## src/rtl/nibble_serial_add_ctrl_pkg.sv

```systemverilog
// ----------------------------------------------------------------------------
// nibble_serial_add_ctrl_pkg
//
// Shared definitions for the nibble-serial add/subtract controller:
//   - state_t     : controller FSM encoding (IDLE / RUN / DONE)
//   - NIB_W       : width of one adder pass (one nibble)
//   - width_legal : elaboration-time legality test for the operand width
// ----------------------------------------------------------------------------
package nibble_serial_add_ctrl_pkg;

  // Width of the shared adder slice; everything is processed in units of this.
  localparam int NIB_W = 4;

  // Controller states. Encodings are fixed so that debug probes and any
  // external decode of the state bits stay stable across revisions.
  typedef enum logic [1:0] {
    IDLE = 2'b00,
    RUN  = 2'b01,
    DONE = 2'b10
  } state_t;

  // An operand width is usable only if it splits into whole nibbles and
  // contains at least one of them.
  function automatic bit width_legal(input int w);
    return (w >= NIB_W) && ((w % NIB_W) == 0);
  endfunction

endpackage : nibble_serial_add_ctrl_pkg

```

## src/rtl/nibble_serial_add_ctrl_ripple_carry.sv

```systemverilog
// ----------------------------------------------------------------------------
// ripple_carry
//
// Purely combinational NIB_W-bit ripple-carry adder. The serial controller
// owns exactly one instance and time-multiplexes it across the operand
// nibbles.
//
// Ports:
//   a    in   NIB_W  addend A
//   b    in   NIB_W  addend B
//   cin  in   1      carry in
//   s    out  NIB_W  sum
//   cout out  1      carry out of the top bit
// ----------------------------------------------------------------------------
module ripple_carry
  import nibble_serial_add_ctrl_pkg::*;
(
  input  logic [NIB_W-1:0] a,
  input  logic [NIB_W-1:0] b,
  input  logic             cin,
  output logic [NIB_W-1:0] s,
  output logic             cout
);

  // The carry chain is a procedural variable rather than a vector of nets so
  // each stage's carry is a distinct value in the combinational graph instead
  // of a vector that appears to feed back on itself.
  logic carry;

  always_comb begin
    s     = '0;
    carry = cin;
    for (int i = 0; i < NIB_W; i++) begin
      s[i]  = a[i] ^ b[i] ^ carry;
      carry = (a[i] & b[i]) | (carry & (a[i] ^ b[i]));
    end
    cout = carry;
  end

endmodule : ripple_carry

```

## src/rtl/nibble_serial_add_ctrl.sv

```systemverilog
// ----------------------------------------------------------------------------
// nibble_serial_add_ctrl
//
// Computes a WIDTH-bit a+b or a-b using a single shared 4-bit ripple-carry
// adder, one nibble per clock, LSB nibble first. The carry between nibbles
// is held in a register. Operands are taken with a valid/ready handshake and
// the result is offered with a valid/ready handshake.
//
// Subtraction is done as a + ~b + 1: the inverted B is stored at accept and
// the +1 enters as the initial carry.
//
// Ports:
//   clk       in   1      rising-edge clock
//   rst_n     in   1      asynchronous active-low reset
//   in_valid  in   1      operands present
//   in_ready  out  1      controller can accept operands (IDLE only)
//   a         in   WIDTH  operand A (unsigned or two's complement)
//   b         in   WIDTH  operand B
//   sub       in   1      0: a+b, 1: a-b
//   out_valid out  1      result available (DONE only)
//   out_ready in   1      consumer accepts result
//   sum       out  WIDTH  result, modulo 2^WIDTH
//   cout      out  1      final carry; for subtract 1 means no borrow
//   ovf       out  1      signed two's-complement overflow
// ----------------------------------------------------------------------------
module nibble_serial_add_ctrl
  import nibble_serial_add_ctrl_pkg::*;
#(
  parameter int WIDTH = 16
) (
  input  logic             clk,
  input  logic             rst_n,
  input  logic             in_valid,
  output logic             in_ready,
  input  logic [WIDTH-1:0] a,
  input  logic [WIDTH-1:0] b,
  input  logic             sub,
  output logic             out_valid,
  input  logic             out_ready,
  output logic [WIDTH-1:0] sum,
  output logic             cout,
  output logic             ovf
);

  // --------------------------------------------------------------------------
  // Derived sizes
  // --------------------------------------------------------------------------
  localparam int NIBBLES = WIDTH / NIB_W;
  localparam int IDX_W   = (NIBBLES > 1) ? $clog2(NIBBLES) : 1;
  localparam logic [IDX_W-1:0] LAST_IDX = IDX_W'(NIBBLES - 1);

  generate
    if (!width_legal(WIDTH)) begin : g_bad_width
      $error("nibble_serial_add_ctrl: WIDTH=%0d must be a multiple of %0d and >= %0d",
             WIDTH, NIB_W, NIB_W);
    end
  endgenerate

  // --------------------------------------------------------------------------
  // State and datapath registers
  // --------------------------------------------------------------------------
  state_t state_reg;
  state_t state_next;

  logic [IDX_W-1:0]              idx_reg;
  logic                          carry_reg;
  // Operands and result are kept as nibble arrays so the current pass can be
  // selected by a plain index.
  logic [NIBBLES-1:0][NIB_W-1:0] a_reg;
  logic [NIBBLES-1:0][NIB_W-1:0] b_reg;
  logic [NIBBLES-1:0][NIB_W-1:0] sum_reg;
  logic                          cout_reg;
  logic                          ovf_reg;

  // Shared adder connections
  logic [NIB_W-1:0] add_a;
  logic [NIB_W-1:0] add_b;
  logic [NIB_W-1:0] add_s;
  logic             add_cout;

  // Handshake / sequencing strobes
  logic accept;
  logic fire_out;
  logic last_nib;

  assign accept   = in_valid  && in_ready;
  assign fire_out = out_valid && out_ready;
  assign last_nib = (state_reg == RUN) && (idx_reg == LAST_IDX);

  // --------------------------------------------------------------------------
  // The one shared adder slice
  // --------------------------------------------------------------------------
  assign add_a = a_reg[idx_reg];
  assign add_b = b_reg[idx_reg];

  ripple_carry u_adder (
    .a    (add_a),
    .b    (add_b),
    .cin  (carry_reg),
    .s    (add_s),
    .cout (add_cout)
  );

  // --------------------------------------------------------------------------
  // FSM: state register
  // --------------------------------------------------------------------------
  always_ff @(posedge clk or negedge rst_n) begin
    if (!rst_n) begin
      state_reg <= IDLE;
    end else begin
      state_reg <= state_next;
    end
  end

  // --------------------------------------------------------------------------
  // FSM: next-state logic
  // --------------------------------------------------------------------------
  always_comb begin
    state_next = state_reg;
    unique case (state_reg)
      IDLE: if (accept)   state_next = RUN;
      RUN:  if (last_nib) state_next = DONE;
      // No new accept from DONE even when the result leaves this cycle; the
      // controller always passes back through IDLE.
      DONE: if (fire_out) state_next = IDLE;
      default:            state_next = IDLE;
    endcase
  end

  // --------------------------------------------------------------------------
  // FSM: output decode (Moore; depends on state only)
  // --------------------------------------------------------------------------
  always_comb begin
    in_ready  = 1'b0;
    out_valid = 1'b0;
    unique case (state_reg)
      IDLE:    in_ready  = 1'b1;
      DONE:    out_valid = 1'b1;
      default: ;
    endcase
  end

  // --------------------------------------------------------------------------
  // Datapath: operand capture, nibble index, carry, result accumulation
  // --------------------------------------------------------------------------
  always_ff @(posedge clk or negedge rst_n) begin
    if (!rst_n) begin
      a_reg     <= '0;
      b_reg     <= '0;
      sum_reg   <= '0;
      idx_reg   <= '0;
      carry_reg <= 1'b0;
      cout_reg  <= 1'b0;
      ovf_reg   <= 1'b0;
    end else begin
      unique case (state_reg)
        IDLE: begin
          if (accept) begin
            a_reg     <= a;
            // Subtract as a + ~b + 1; the +1 arrives as the first carry in.
            b_reg     <= sub ? ~b : b;
            carry_reg <= sub;
            idx_reg   <= '0;
            sum_reg   <= '0;
          end
        end
        RUN: begin
          sum_reg[idx_reg] <= add_s;
          carry_reg        <= add_cout;
          if (idx_reg == LAST_IDX) begin
            idx_reg  <= '0;
            cout_reg <= add_cout;
            // Overflow when both effective addends share a sign and the top
            // nibble's sign bit disagrees with it. b_reg is already inverted
            // for subtract, so one rule covers both operations.
            ovf_reg  <= (a_reg[NIBBLES-1][NIB_W-1] == b_reg[NIBBLES-1][NIB_W-1]) &&
                        (add_s[NIB_W-1] != a_reg[NIBBLES-1][NIB_W-1]);
          end else begin
            idx_reg <= idx_reg + 1'b1;
          end
        end
        default: ;  // DONE: hold result stable until it is taken
      endcase
    end
  end

  assign sum  = sum_reg;
  assign cout = cout_reg;
  assign ovf  = ovf_reg;

endmodule : nibble_serial_add_ctrl

```

## config.mk

```make
export PLATFORM = sky130hd
export DESIGN_NAME = nibble_serial_add_ctrl
export DESIGN_NICKNAME = d
export VERILOG_FILES = /design/src/rtl/nibble_serial_add_ctrl_pkg.sv /design/src/rtl/nibble_serial_add_ctrl_ripple_carry.sv /design/src/rtl/nibble_serial_add_ctrl.sv
export SDC_FILE = /design/constraint.sdc
export NUM_CORES = 1
export LEC_CHECK = 0
export BUFFER_PORTS_ARGS = -buffer_cell sky130_fd_sc_hd__buf_2
export CAP_MARGIN = 20
export CORE_ASPECT_RATIO = 0.8
export CORE_MARGIN = 2
export CORE_UTILIZATION = 45
export CTS_BUF_LIST = sky130_fd_sc_hd__clkbuf_4 sky130_fd_sc_hd__clkbuf_8 sky130_fd_sc_hd__clkbuf_16
export DETAILED_ROUTE_END_ITERATION = 16
export GPL_TIMING_DRIVEN = 0
export HOLD_SLACK_MARGIN = 0.08
export PLACE_DENSITY = 0.66
export RECOVER_POWER = 50
export SETUP_SLACK_MARGIN = 0.02
export SLEW_MARGIN = 40
export SYNTH_ARGS = -nofsm -noshare
export SYNTH_HDL_FRONTEND = slang
export SYNTH_SLANG_ARGS = --single-unit
```

## constraint.sdc

```tcl
create_clock -name clk -period 8.2 [get_ports clk]
set_input_delay 0.82 -clock clk [delete_from_list [all_inputs] [get_ports clk]]
set_output_delay 0.82 -clock clk [all_outputs]
set_load 0.01 [all_outputs]
```

==> flow_summary_export.csv <==
group,metric,value,unit
sta,hold_viol,0,
clock_tree,postCtsSetupBuffers,0,
outcome,violations,"max-capacitance violations, max-slew violations",
layout,antenna_cells,0,
logic_synthesis,ys_top_cells_by_count,"dfrtp_1 (55), mux2_2 (26), nor2_1 (22)",
critical_path,ff2ff_setup_slack,4340,ps
sta,fin_crit_sh,47.1,%
sta,drv_slew,56,
detailed_routing,drt_drc_violations_left,0,
min_path,hp-class,"register to register",
pwr,power.leakage,1.44,nW
clock_tree,tritoncts,"done",
critical_path,endpoint_kind,"register",
global_route,antenna_found_initial,0,
sta,relSlewSlack,-91.7,%
pwr,p_int,0.894,mW
sta,fin_worst_skew,7.29,ps
global_route,globalRoute.totalOverflow,0,
sta,setup_tns,0,ps
critical_path,setup.worst_path.start,"idx_reg[0]$_DFFE_PN0P_",
global_route,grt_max_degree,56,
sta,setup_slack,4340,ps
logic_synthesis,synthTopCellsByArea,"dfrtp_1 (51%), mux2_2 (11%), a22o_1 (6.8%)",
critical_path,arrival,4070,ps
critical_path,crit_slowest_cell,"mux4_2",
die,rows,25,
logic_synthesis,yosys_warnings,0,
logic_synthesis,seq_area_frac_synth,51.0,%
die,dieArea,6630,um2
logic_synthesis,syn_area_per_cell,12.8,um2
placed_design,post-place-ws,4330,ps
logic_synthesis,synth_flop_cell,"dfrtp_1",
job,cap_violations,1,
detailed_routing,first_iter_violations,87,
layout,multiInputGateArea,1220,um2
detailed_routing,viasPerCell,5.10,
die,ios,57,
sta,period_needed,3860,ps
logic_synthesis,synth_top_area_share,51.0,%
critical_path,worstPathCellList,"buf_2 -> mux4_2 -> fa_1 -> fa_1 -> fa_1 -> fa_1 -> nor2b_1 -> mux2_2 -> a22o_1",
outcome,outcome,"finished, violations left",
placed_design,hpwl,4.00,mm
clock_tree,cts_resized,0,
clock_tree,insertion_delay,310,ps
clock_tree,clock-sinks,55,
layout,syn2layout_area_growth,16.7,%
pwr,power_switching,0.560,mW
critical_path,crit_type,"register to register",
critical_path,cpPeakStageDelay,570,ps
global_route,grt_pass1_vias,1770,
die,die_w,90.6,um
pwr,ir_worst_vdd,171,uV
layout,fillers,561,
logic_synthesis,synth.distinct_cells,25,
critical_path,reg2reg_from,"idx_reg[0]$_DFFE_PN0P_",
logic_synthesis,synth-seq-cells,55,
logic_synthesis,synth.most_common_cell,"dfrtp_1",
sta,max_slew.worst_pin.slew,2880,ps
placed_design,port_buffers,55,
detailed_routing,routed_wl,5.48,mm
pwr,p_clk_share,10.5,%
clock_tree,htree_levels,2,
logic_synthesis,synth_edf_count,0,
critical_path,cp_max_fo,10,
logic_synthesis,yosys.area.top_type,"dfrtp_1",
sta,setup_violations,0,
clock_tree,clock_path_buffers,2,
clock_tree,cts_made_buffers,5,
clock_tree,cts-root-buf,"clkbuf_8",
clock_tree,cts_hold_buf,0,
global_route,track_usage,17.9,%
min_path,holdCritStartpoint,"sum[13]$_DFFE_PN0P_",
logic_synthesis,async_flop_share,100,%
detailed_routing,wl_per_cell,15.5,um
die,die_y,73.3,um
placed_design,gp_congestion,0.763,
sta,rsz0062_at_grt,"no",
sta,max_clock_freq,259,MHz
pwr,pwr_density_cell,462,nW/um2
critical_path,cp.required,8410,ps
detailed_routing,ant_nets,0,
layout,layout.nets,318,
critical_path,critPathLaunchType,"register",
die,initial_core_util,46.1,%
pwr,power_frac_comb,56.3,%
detailed_routing,dr_total_vias,1807,
layout,drive_gt1_share,38.1,%
layout,seqCellArea,1380,um2
pwr,p_seq_share,33.1,%
logic_synthesis,synthCells,211,
logic_synthesis,synth_nets,256,
die,core,5850,um2
critical_path,cpMostUsedCell,"fa_1",
logic_synthesis,synth_area,2700,um2
pwr,swShare,38.5,%
detailed_routing,first_pass_iters,4,
global_route,grt_pass1_wl,9.03,mm
clock_tree,cts.clk_slew.worst_paths,90,ps
[cell usage in the layout, fill, tap and decap left out, types with 2 or more instances in the layout]
| cell | netlist | routed |
|---|---|---|
| inv_1 | 6 | 6 |
| dfrtp_1 | 55 | 55 |
| clkbuf_1 | 2 | 8 |
| nor2b_1 | 7 | 7 |
| mux4_2 | 8 | 8 |
| a31oi_1 | 2 | 2 |
| nor2_1 | 22 | 22 |
| mux2_2 | 26 | 26 |
| a22o_1 | 21 | 21 |
| fa_1 | 4 | 4 |
| clkbuf_8 | 0 | 6 |
| a21oi_1 | 16 | 16 |
| buf_4 | 3 | 2 |
| buf_2 | 9 | 59 |
| ha_1 | 4 | 4 |
| xnor2_1 | 16 | 16 |
[worst max-delay path: cells and delay by family (launching register included)]
| family | cells | cell delay [ps] |
|---|---|---|
| compound gates | 1 | 220 |
| fa+ha+maj | 4 | 1740 |
| buf+inv | 1 | 340 |
| flops | 1 | 450 |
| mux | 2 | 830 |
| simple gates | 1 | 180 |
[routing by layer]
metal,global-route usage (%),part of all wire (%),up-vias
met5,0,0,-
met4,5.64,1.1,0
met3,3.90,4.3,7
met2,26.9,43,43
met1,26.4,51,889
li1,-,-,868
[power by group through the flow]
stage / Combinational, mW / Sequential [mW] / Clock [mW]
finish: 0.819 / 0.481 / 0.153
global placement: 0.823 / 0.480 / 0
global route: 0.906 / 0.500 / 0.168
CTS: 0.836 / 0.483 / 0.160
detailed placement: 0.830 / 0.489 / 0
floorplan: 0.599 / 0.481 / 0
[kinds of logic (layout without fill, tap and decap cells)]
family,Yosys count,after routing,share of synthesized area [%]
muxes,35,35,17.9
DFF,55,55,51.0
buffers and inverters,20,82,3.62
AOI/OAI and AO/OA,43,43,11.3
adders and majority gates,8,8,4.82
xor gates and xnor gates,16,16,5.19
and+or+nand+nor,34,34,6.12
[area by class of cell]
| class | instances | area share (%) |
|---|---|---|
| Buffer | 14 | 2.15 |
| Clock buffer | 6 | 2.62 |
| Clock inverter | 1 | 0.159 |
| Inverter | 6 | 0.716 |
| Multi-Input combinational cell | 136 | 38.7 |
| Sequential cell | 55 | 43.7 |
| Tap cell | 81 | 3.22 |
| Timing Repair Buffer | 55 | 8.67 |
[metrics by stage]
| stage | instances | total power, mW | utilization [%] | hold WS [ps] | instance area (um2) |
|---|---|---|---|---|---|
| after floorplan | 211 | 1.08 | - | 475 | 2700 |
| after global placement | 347 | 1.30 | 52.6 | 485 | 3070 |
| after detailed placement | 347 | 1.32 | 52.6 | 484 | 3080 |
| after CTS | 354 | 1.48 | 54.1 | 506 | 3160 |
| after global routing | 354 | 1.57 | 53.8 | 532 | 3150 |
| final | 354 | 1.45 | 53.8 | 508 | 3150 |
[path summary, 6_finish.rpt]
check | end | cells past startpoint
max in group asynchronous | sum[10]$_DFFE_PN0P_ | 1
min | sum[13]$_DFFE_PN0P_ | 1
min in group asynchronous | a_reg[2]$_DFFE_PN0P_ | 1
max reg2reg | sum[3]$_DFFE_PN0P_ | 9
max | sum[3]$_DFFE_PN0P_ | 9
min reg2reg | sum[13]$_DFFE_PN0P_ | 1
(Power assumes the default switching activity.)
